===== src/rtl/md4_round2_if.sv =====
// Handshake and data bundle for the MD4 round-2 engine: block-in channel
// from the round-1 stage and result channel towards the round-3 stage.
interface md4_round2_if;
  logic         in_valid;
  logic         in_ready;
  logic [31:0]  a_in;
  logic [31:0]  b_in;
  logic [31:0]  c_in;
  logic [31:0]  d_in;
  logic [511:0] x_in;
  logic         out_valid;
  logic         out_ready;
  logic [31:0]  out_a;
  logic [31:0]  out_b;
  logic [31:0]  out_c;
  logic [31:0]  out_d;

  modport master (
    output in_valid, a_in, b_in, c_in, d_in, x_in, out_ready,
    input  in_ready, out_valid, out_a, out_b, out_c, out_d
  );

  modport slave (
    input  in_valid, a_in, b_in, c_in, d_in, x_in, out_ready,
    output in_ready, out_valid, out_a, out_b, out_c, out_d
  );
endinterface


===== src/rtl/md4_round2_iter.sv =====
// Iterative MD4 round 2: one G-step per clock through a single shared step
// datapath, 16 cycles per block, valid/ready on both sides.
module md4_round2_iter #(
  parameter logic [31:0] ROUND_CONST = 32'h5A827999
) (
  input  logic         clk,
  input  logic         rst_n,
  md4_round2_if.slave  bus
);

  typedef enum logic [1:0] {IDLE, RUN, DONE} state_t;

  state_t       state, next_state;
  logic [3:0]   step;
  logic [31:0]  work_a, work_b, work_c, work_d;
  logic [511:0] msg;

  logic         accept;
  logic [31:0]  r0, r1, r2, r3;
  logic [31:0]  x_word, g_val, sum, rotated;

  assign accept = bus.in_valid && (state == IDLE);

  // NOTE: every signal written here gets a default first, so no path leaves
  // a value unassigned and no latch is inferred.
  always_comb begin
    next_state    = state;
    bus.in_ready  = 1'b0;
    bus.out_valid = 1'b0;
    case (state)
      IDLE: begin
        bus.in_ready = 1'b1;
        if (bus.in_valid) next_state = RUN;
      end
      RUN: begin
        if (step == 4'd15) next_state = DONE;
      end
      DONE: begin
        bus.out_valid = 1'b1;
        if (bus.out_ready) next_state = IDLE;
      end
      default: next_state = IDLE;
    endcase
  end

  // NOTE: sequential state uses non-blocking assignments so every register
  // samples pre-edge values regardless of block ordering.
  always_ff @(posedge clk or negedge rst_n) begin
    if (!rst_n) state <= IDLE;
    else        state <= next_state;
  end

  // Role rotation a,d,c,b: the step counter's low bits pick which working
  // word is the destination and how the other three feed G.
  always_comb begin
    r0 = work_a;
    r1 = work_b;
    r2 = work_c;
    r3 = work_d;
    case (step[1:0])
      2'd0: begin r0 = work_a; r1 = work_b; r2 = work_c; r3 = work_d; end
      2'd1: begin r0 = work_d; r1 = work_a; r2 = work_b; r3 = work_c; end
      2'd2: begin r0 = work_c; r1 = work_d; r2 = work_a; r3 = work_b; end
      default: begin r0 = work_b; r1 = work_c; r2 = work_d; r3 = work_a; end
    endcase
  end

  // Message word order 0,4,8,12,1,5,... is the step index with its two
  // 2-bit halves swapped.
  assign x_word = msg[{step[1:0], step[3:2], 5'd0} +: 32];
  assign g_val  = (r1 & r2) | (r1 & r3) | (r2 & r3);
  assign sum    = r0 + g_val + x_word + ROUND_CONST;

  always_comb begin
    rotated = sum;
    case (step[1:0])
      2'd0:    rotated = {sum[28:0], sum[31:29]};
      2'd1:    rotated = {sum[26:0], sum[31:27]};
      2'd2:    rotated = {sum[22:0], sum[31:23]};
      default: rotated = {sum[18:0], sum[31:19]};
    endcase
  end

  // NOTE: the 512-bit message register is reset along with the working
  // words so a block aborted by reset leaves no stale data behind.
  always_ff @(posedge clk or negedge rst_n) begin
    if (!rst_n) begin
      work_a <= '0;
      work_b <= '0;
      work_c <= '0;
      work_d <= '0;
      msg    <= '0;
      step   <= '0;
    end else if (accept) begin
      work_a <= bus.a_in;
      work_b <= bus.b_in;
      work_c <= bus.c_in;
      work_d <= bus.d_in;
      msg    <= bus.x_in;
      step   <= '0;
    end else if (state == RUN) begin
      case (step[1:0])
        2'd0:    work_a <= rotated;
        2'd1:    work_d <= rotated;
        2'd2:    work_c <= rotated;
        default: work_b <= rotated;
      endcase
      step <= step + 4'd1;
    end
  end

  assign bus.out_a = work_a;
  assign bus.out_b = work_b;
  assign bus.out_c = work_c;
  assign bus.out_d = work_d;

endmodule

===== src/flat_wrapper.sv =====
// flat-port wrapper written by rule: the top's interface ports become plain ports
module md4_round2_iter_flat 
#(
  parameter logic [31:0] ROUND_CONST = 32'h5A827999
)
  (clk, rst_n, bus_in_valid, bus_a_in, bus_b_in, bus_c_in, bus_d_in, bus_x_in, bus_out_ready, bus_in_ready, bus_out_valid, bus_out_a, bus_out_b, bus_out_c, bus_out_d);
  md4_round2_if bus_i ();
  input  logic clk;
  input  logic rst_n;
  input wire logic [$bits(bus_i.in_valid)-1:0] bus_in_valid;
  input wire logic [$bits(bus_i.a_in)-1:0] bus_a_in;
  input wire logic [$bits(bus_i.b_in)-1:0] bus_b_in;
  input wire logic [$bits(bus_i.c_in)-1:0] bus_c_in;
  input wire logic [$bits(bus_i.d_in)-1:0] bus_d_in;
  input wire logic [$bits(bus_i.x_in)-1:0] bus_x_in;
  input wire logic [$bits(bus_i.out_ready)-1:0] bus_out_ready;
  output wire logic [$bits(bus_i.in_ready)-1:0] bus_in_ready;
  output wire logic [$bits(bus_i.out_valid)-1:0] bus_out_valid;
  output wire logic [$bits(bus_i.out_a)-1:0] bus_out_a;
  output wire logic [$bits(bus_i.out_b)-1:0] bus_out_b;
  output wire logic [$bits(bus_i.out_c)-1:0] bus_out_c;
  output wire logic [$bits(bus_i.out_d)-1:0] bus_out_d;
  assign bus_i.in_valid = bus_in_valid;
  assign bus_i.a_in = bus_a_in;
  assign bus_i.b_in = bus_b_in;
  assign bus_i.c_in = bus_c_in;
  assign bus_i.d_in = bus_d_in;
  assign bus_i.x_in = bus_x_in;
  assign bus_i.out_ready = bus_out_ready;
  assign bus_in_ready = bus_i.in_ready;
  assign bus_out_valid = bus_i.out_valid;
  assign bus_out_a = bus_i.out_a;
  assign bus_out_b = bus_i.out_b;
  assign bus_out_c = bus_i.out_c;
  assign bus_out_d = bus_i.out_d;
  md4_round2_iter #(.ROUND_CONST(ROUND_CONST)) u_core (.clk(clk), .rst_n(rst_n), .bus(bus_i));
endmodule

===== config.mk =====
export PLATFORM = sky130hd
export DESIGN_NAME = md4_round2_iter_flat
export DESIGN_NICKNAME = d
export VERILOG_FILES = /design/src/rtl/md4_round2_if.sv /design/src/rtl/md4_round2_iter.sv /design/src/flat_wrapper.sv
export SDC_FILE = /design/constraint.sdc
export NUM_CORES = 2
export LEC_CHECK = 0
export CORE_UTILIZATION = 30
export CTS_CLUSTER_DIAMETER = 60
export DETAILED_ROUTE_END_ITERATION = 8
export GPL_TIMING_DRIVEN = 1
export HOLD_SLACK_MARGIN = 0.15
export SKIP_CTS_REPAIR_TIMING = 1
export SYNTH_ARGS = -nofsm -noshare
export SYNTH_HDL_FRONTEND = slang
export SYNTH_SLANG_ARGS = --single-unit

===== constraint.sdc =====
create_clock -name clk -period 8.4 [get_ports clk]
set_clock_uncertainty 0.15 [all_clocks]
set_input_delay 1.68 -clock clk [delete_from_list [all_inputs] [get_ports clk]]
set_output_delay 1.68 -clock clk [all_outputs]
set_load 0.02 [all_outputs]

After elaboration in Yosys (flattened, before gate mapping):

Cells that the tools add are included.

* output and inout bits: 130
* input port bits: 644
* register bits after elaboration: 646
* word-level logic and storage cells: 64

* equality and inequality tests: 9
* muxes and demuxes: 25
* shift-type cells: 1
* reduce and logical (&&, ||, !) cells: 13
* add/subtract/negate cells: 4
* bitwise logic cells: 5

Operators with widths (number)
* $shiftx A512 B10 Y32: 1
* $pmux W32 S3: 5
* $mux W32: 12
* $and A32 B32 Y32: 3
* $add A32 B32 Y32: 2
* $or A32 B32 Y32: 2
* $add A32 B31 Y32 const B: 1
* $mux W4: 2
* $reduce_and A2 Y1: 4
* $reduce_bool A2 Y1: 4
* $mux W2: 3
* $pmux W2 S3: 1
* $add A4 B1 Y4 const B: 1
* $eq A2 B1 Y1 const B: 2
* $eq A2 B2 Y1 const B: 2
* $eq A4 B4 Y1 const B: 1
* $logic_not A2 Y1: 2
* $ne A2 B1 Y1 const B: 2
* $ne A2 B2 Y1 const B: 2
* $reduce_and A3 Y1: 1
* $reduce_or A3 Y1: 1
* $mux W1: 2
* $logic_and A1 B1 Y1: 1

Logic depth before layout (Yosys ltp):

* depth after elaboration: 12
* gate-level depth with buffers: 25
* gate-level depth less buffers: 20

Worst setup path after synthesis:

OpenSTA, ideal clock, no wires.

* path type: reg-to-reg
* start point: reg u_core.step[1]
* end point: reg u_core.work_a[2] (netlist: u_core.bus.out_a[2])
* path buffers: 4
* stages on the path, launching flop included: 25
* period minus slack after synthesis: 6471 ps
* data required time: 8124 ps
* setup slack: 1929 ps
* arrival: 6195 ps
* library setup time: 126 ps
* cells stage by stage: dfrtp_1 > inv_2 > buf_1 > ha_1 > clkbuf_1 > clkbuf_1 > clkbuf_1 > a222oi_1 > maj3_1 > nand2_1 > o21ai_0 > fa_1 > inv_1 > ha_1 > ha_1 > fa_1 > a21o_1 > a221oi_1 > a2bb2oi_1 > a21o_1 > a211oi_1 > or3b_1 > nor4_2 > nor3_1 > a221o_1

* word-level cells in the longest chain between the ends: 12
* elaborated cells on any way between the ends: 22
* classes of those cells: add/sub (3); eq/ne (2); shift (1); mux (8); bitwise (5); reduce/logical (3)

Ends and longest elaborated chain
* start, declared: RTL line md4_round2_iter.sv:14 `logic [3:0] step;`
* start signal, assigned: RTL line md4_round2_iter.sv:108 `step <= step + 4'd1;`
* $eq A2 B2 Y1 (tied with other cells): RTL line md4_round2_iter.sv:60, md4_round2_iter.sv:76
* $pmux W32 S3: RTL line md4_round2_iter.sv:60 `case (step[1:0])`
* $and A32 B32 Y32: RTL line md4_round2_iter.sv:71 `assign g_val = (r1 & r2) | (r1 & r3) | (r2 & r3);`
* $or A32 B32 Y32 (2 in a row): RTL line md4_round2_iter.sv:71
* $add A32 B32 Y32 (2 in a row): RTL line md4_round2_iter.sv:72 `assign sum = r0 + g_val + x_word + ROUND_CONST;`
* $add A32 B31 Y32: RTL line md4_round2_iter.sv:72
* $pmux W32 S3: RTL line md4_round2_iter.sv:76 `case (step[1:0])`
* $mux W32: RTL line md4_round2_iter.sv:102 `case (step[1:0])`
* $mux W32: RTL line md4_round2_iter.sv:101 `end else if (state == RUN) begin`
* $mux W32: RTL line md4_round2_iter.sv:94 `end else if (accept) begin`
* end signal, assigned: RTL line md4_round2_iter.sv:95 `work_a <= bus.a_in;`
* end signal, assigned: RTL line md4_round2_iter.sv:103 `2'd0: work_a <= rotated;`
* end, declared: RTL line md4_round2_iter.sv:15 `logic [31:0] work_a, work_b, work_c, work_d;`

Parallel ways exist; a longest one is shown, timed or not. The select of a mux whose other input is x is not followed.
A chain may end at the register's enable or synchronous reset.

Worst setup path in the final report:

* start point: reg u_core.step[1]
* end point: reg u_core.work_b[3] (netlist: u_core.bus.out_b[3])

* word-level cells in the longest chain between the ends: 12
* elaborated cells on any way between the ends: 23
* classes of those cells: add/sub (3); eq/ne (3); shift (1); mux (8); bitwise (5); reduce/logical (3)

Ends and longest elaborated chain
* $eq A2 B2 Y1 (tied with other cells): RTL line md4_round2_iter.sv:60, md4_round2_iter.sv:76, md4_round2_iter.sv:102
* $pmux W32 S3: RTL line md4_round2_iter.sv:60
* $and A32 B32 Y32: RTL line md4_round2_iter.sv:71
* $or A32 B32 Y32 (2 in a row): RTL line md4_round2_iter.sv:71
* $add A32 B32 Y32 (2 in a row): RTL line md4_round2_iter.sv:72
* $add A32 B31 Y32: RTL line md4_round2_iter.sv:72
* $pmux W32 S3: RTL line md4_round2_iter.sv:76
* $mux W32: RTL line md4_round2_iter.sv:102
* $mux W32: RTL line md4_round2_iter.sv:101
* $mux W32: RTL line md4_round2_iter.sv:94
* end signal, assigned: RTL line md4_round2_iter.sv:96 `work_b <= bus.b_in;`
* end signal, assigned: RTL line md4_round2_iter.sv:106 `default: work_b <= rotated;`
* end, declared: RTL line md4_round2_iter.sv:15

Parallel ways exist; a longest one is shown, timed or not. The select of a mux whose other input is x is not followed.

==> summary.md <==
| Metric | Value |
|---|---|
| Status | complete, but fails checks |
| Violated checks | DRC |
| Hold Vio Cnt, Final | 0 |
| CTS Buf Count | 84 |
| Mapped cell area | 0.0351 sq mm |
| Distinct cells, synth | about 70 |
| RSZ-0062 raised after global routing | false |
| Routed len/inst | between 20 and 25 microns |
| Required @ worst endpoint | 8.72 ns |
| Yosys reg bits | approximately 650 |
| First-pass GRT wire length | 214000 microns |
| Cell Chain, Critical Path | clkinv_2 > ha_4 > buf_4 > a222oi_1 > maj3_1 > a21oi_1 > fa_1 > ha_1 > ha_1 > nand2_1 > o21bai_1 > a41oi_1 > o21ai_0 > o21ai_0 > nor3b_1 > o31ai_1 > o21ai_0 |
| Final ANT Viol Nets | 0 |
| Avg Cell Area, Syn | approximately 9 sq um |
| H-Tree Depth | 3 |
| Clock Sinks | around 650 |
| CP top delay family | compound AO/OA/AOI/OAI gates |
| Final instance area | roughly 0.047 sq mm |
| Port bufs | 773 |
| Fill cell count | 11500 |
| TritonRoute pass-1 iters | 9 |
| Crit Path Max Fanout | 84 |
| Critical path destination | u_core.bus.out_b[3] |
| Setup_tns | 0 ns |
| Async set-reset flop share out of synthesis | 100% |
| Crit path buffers/inverters | 2 |
| Crit Path Class | flop to flop |
| FP Rows | 125 |
| Setup Viol. Count Final | 0 |
| Die X | 344 microns |
| Clock buffer depth | 3 |
| Reg clk slew, reported paths | 0.06 ns |
| Final period util | 85.6% |
| Layout cells sized above 1 | 8.42% |
| Syn Inst Count | between 3000 and 4000 |
| CP Launch Type | flop |
| Max-cap viol count | 0 |
| Post-route DRC | approximately 120 |
| CP peak stage delay | 0.75 ns |
| R2r worst-path depth | 17 |
| Worst hold path class | flop to flop |
| Fmax | between 0.1 and 0.15 GHz |
| Final Max Slew Viols | 0 |
| Number of synthesized flops with an enable pin | 0 |
| Top cell type's share of synthesized area | 46.1% |
| Reg-to-reg critical path endpoint | u_core.bus.out_b[3] |
| Die height | 344 microns |
| Synth Flop Type | dfrtp_1 |
| Crit path depth | 17 |
| CP endpoint kind | flop |
| RePlAce Congestion | approximately 1 |
| Core area | 0.116 sq mm |
| Setup slack, reg-to-reg | roughly 1.2 ns |
| Top post-synthesis cells by area | dfrtp_1, nand2_1, mux4_2, a222oi_1, clkbuf_1 |
| Sequential fraction of the synthesis area | a little under half |
| DIE AREA | between 0.1 and 0.15 sq mm |
| Synth Net Count | 4541 |
| Vias | 32000 |
| Most frequent CP cell | o21ai_0 |
| IO Pins | between 700 and 800 |
| Area after DPL | 0.0443 sq mm |
| Relative slew slack | 16.1% |
| Routed WL | between 100000 and 150000 microns |
| CTS root buffer | clkbuf_16 |
| Initial drt markers | 3562 |
| Yosys warns | 0 |
| All-Layer GR Usage | 24.7% |
| Post-DR vias/cell | 5.28 |
| Via count of the first global-routing pass | 31700 |
| Post-route minimum period | 7.19 ns |
| HPWL after DPL | 113000 microns |
| Largest net degree at the start of global routing | 220 |
| CP Launch Point | u_core.step[1] |
| Final #Nets | 5190 |
| Worst slew pin tran | 1.25 ns |
| CTS tree | done |
| Area Overhead vs Synth | 34.9% |
| Remaining Overflow, GRT | 0 |
| Worst-Skew Late Latency | about 0.68 ns |
| Starting Density | 30.2% |
| Area leader, netlist | dfrtp_1 |
| Critical path arrival | about 7.5 ns |
| Initial antenna violation count | 38 |
| Slowest-stage cell, CP | ha_4 |
| Worst reg2reg path startpoint | u_core.step[1] |
cell usage after synthesis, types with 5 or more instances:
library cell / n
clkbuf_1: 235
and2_1: 6
inv_1: 94
a211oi_1: 5
and3_1: 8
fa_1: 31
nand4_1: 5
a21o_1: 46
o21a_1: 8
a21oi_1: 88
nor2b_1: 7
dfrtp_1: 646
xnor2_1: 15
nand2_1: 1647
a221oi_1: 19
mux4_2: 160
o21ai_1: 6
buf_2: 6
maj3_1: 64
o311ai_0: 5
buf_1: 28
or3_1: 8
a221o_1: 17
a22oi_1: 85
a22o_1: 23
nand3_1: 19
a222oi_1: 128
nand2b_1: 7
o21ai_0: 144
ha_1: 67
o31ai_1: 7
nor3_1: 17
nor2_1: 79
xor2_1: 6
area by class of cell:
type / count / area (sq um) / area share (%)
diodes: 19 / 47.5 / 0.101
inverters: 97 / 368 / 0.778
flip-flops and latches: 646 / 16200 / 34.2
clock inverters: 36 / 549 / 1.16
well taps: 1524 / 1910 / 4.03
multi-input cells: 2786 / 17600 / 37.2
repair buffers: 833 / 8310 / 17.6
clock buffers: 116 / 2360 / 5.00
registers in the layout (all words and copies together), names as in the netlist:
name / cells
u_core.bus.out_a: 32
u_core.bus.out_b: 32
u_core.bus.out_c: 32
u_core.bus.out_d: 32
u_core.msg: 512
u_core.state: 2
u_core.step: 4
worst register-to-register path, stage by stage, from the launching register on:
cell,delay [ns]
dfrtp_1,0.48
clkinv_2,0.13
ha_4,0.75
buf_4,0.51
a222oi_1,0.17
maj3_1,0.40
a21oi_1,0.46
fa_1,0.52
ha_1,0.29
ha_1,0.47
nand2_1,0.14
o21bai_1,0.34
a41oi_1,0.29
o21ai_0,0.60
o21ai_0,0.24
nor3b_1,0.19
o31ai_1,0.66
o21ai_0,0.22
cell families (layout without fill, tap and decap cells):
group           count (synthesis)  in the layout  synth area share, %
compound gates                625            625                 13.1
xor+xnor                       22             22                0.571
fa+ha+maj                     162            162                 5.99
buf+inv                       367           1082                 3.95
flops                         646            646                 46.1
mux                           160            160                 10.3
other cells                     0             19                    0
simple gates                 1817           1817                 20.0
placed cells by master (no fill, tap or decap), types with 85 or more instances in the layout:
| cell | n |
|---|---|
| a21oi_1 | 88 |
| a222oi_1 | 128 |
| a22oi_1 | 85 |
| clkbuf_16 | 85 |
| clkdlybuf4s50_1 | 772 |
| dfrtp_1 | 643 |
| inv_1 | 94 |
| mux4_2 | 160 |
| nand2_1 | 1646 |
| o21ai_0 | 144 |
layer usage:
layer / track usage, % / share of wire (%) / vias to the layer above
li1: - / - / 14500
met1: 32.1 / 40 / 15800
met2: 40.3 / 48 / 1476
met3: 4.73 / 7.9 / 252
met4: 10.1 / 3.9 / 28
met5: 0 / 0.13 / -
worst min-delay path by stage:
| stage | from | endpoint | slack, ns | cells past startpoint |
|---|---|---|---|---|
| 3_5_place_dp | u_core.msg[375] | u_core.msg[375] | 0.31 | 2 |
| 3_3_place_gp | u_core.msg[206] | u_core.msg[206] | 0.30 | 2 |
| 4_1_cts | u_core.msg[84] | u_core.msg[84] | 0.32 | 2 |
| 5_1_grt | u_core.msg[243] | u_core.msg[243] | 0.34 | 2 |
| 2_1_floorplan | u_core.msg[192] | u_core.msg[192] | 0.29 | 2 |
| 6_report | u_core.msg[321] | u_core.msg[321] | 0.32 | 2 |
per-stage QoR:
step	util, %	hold WS (ns)	setup WS (ns)	std cells
2_1_floorplan	-	0.290	1.93	3799
3_3_place_gp	38.2	0.302	1.38	5886
3_5_place_dp	38.2	0.308	1.44	5886
4_1_cts	40.7	0.322	1.40	6038
5_1_grt	40.7	0.338	0.911	6050
6_report	40.8	0.317	1.21	6057
Power is left out: the tool's default activity adds up to more than one toggle a clock period on the data nets, which glitch-free logic cannot reach.
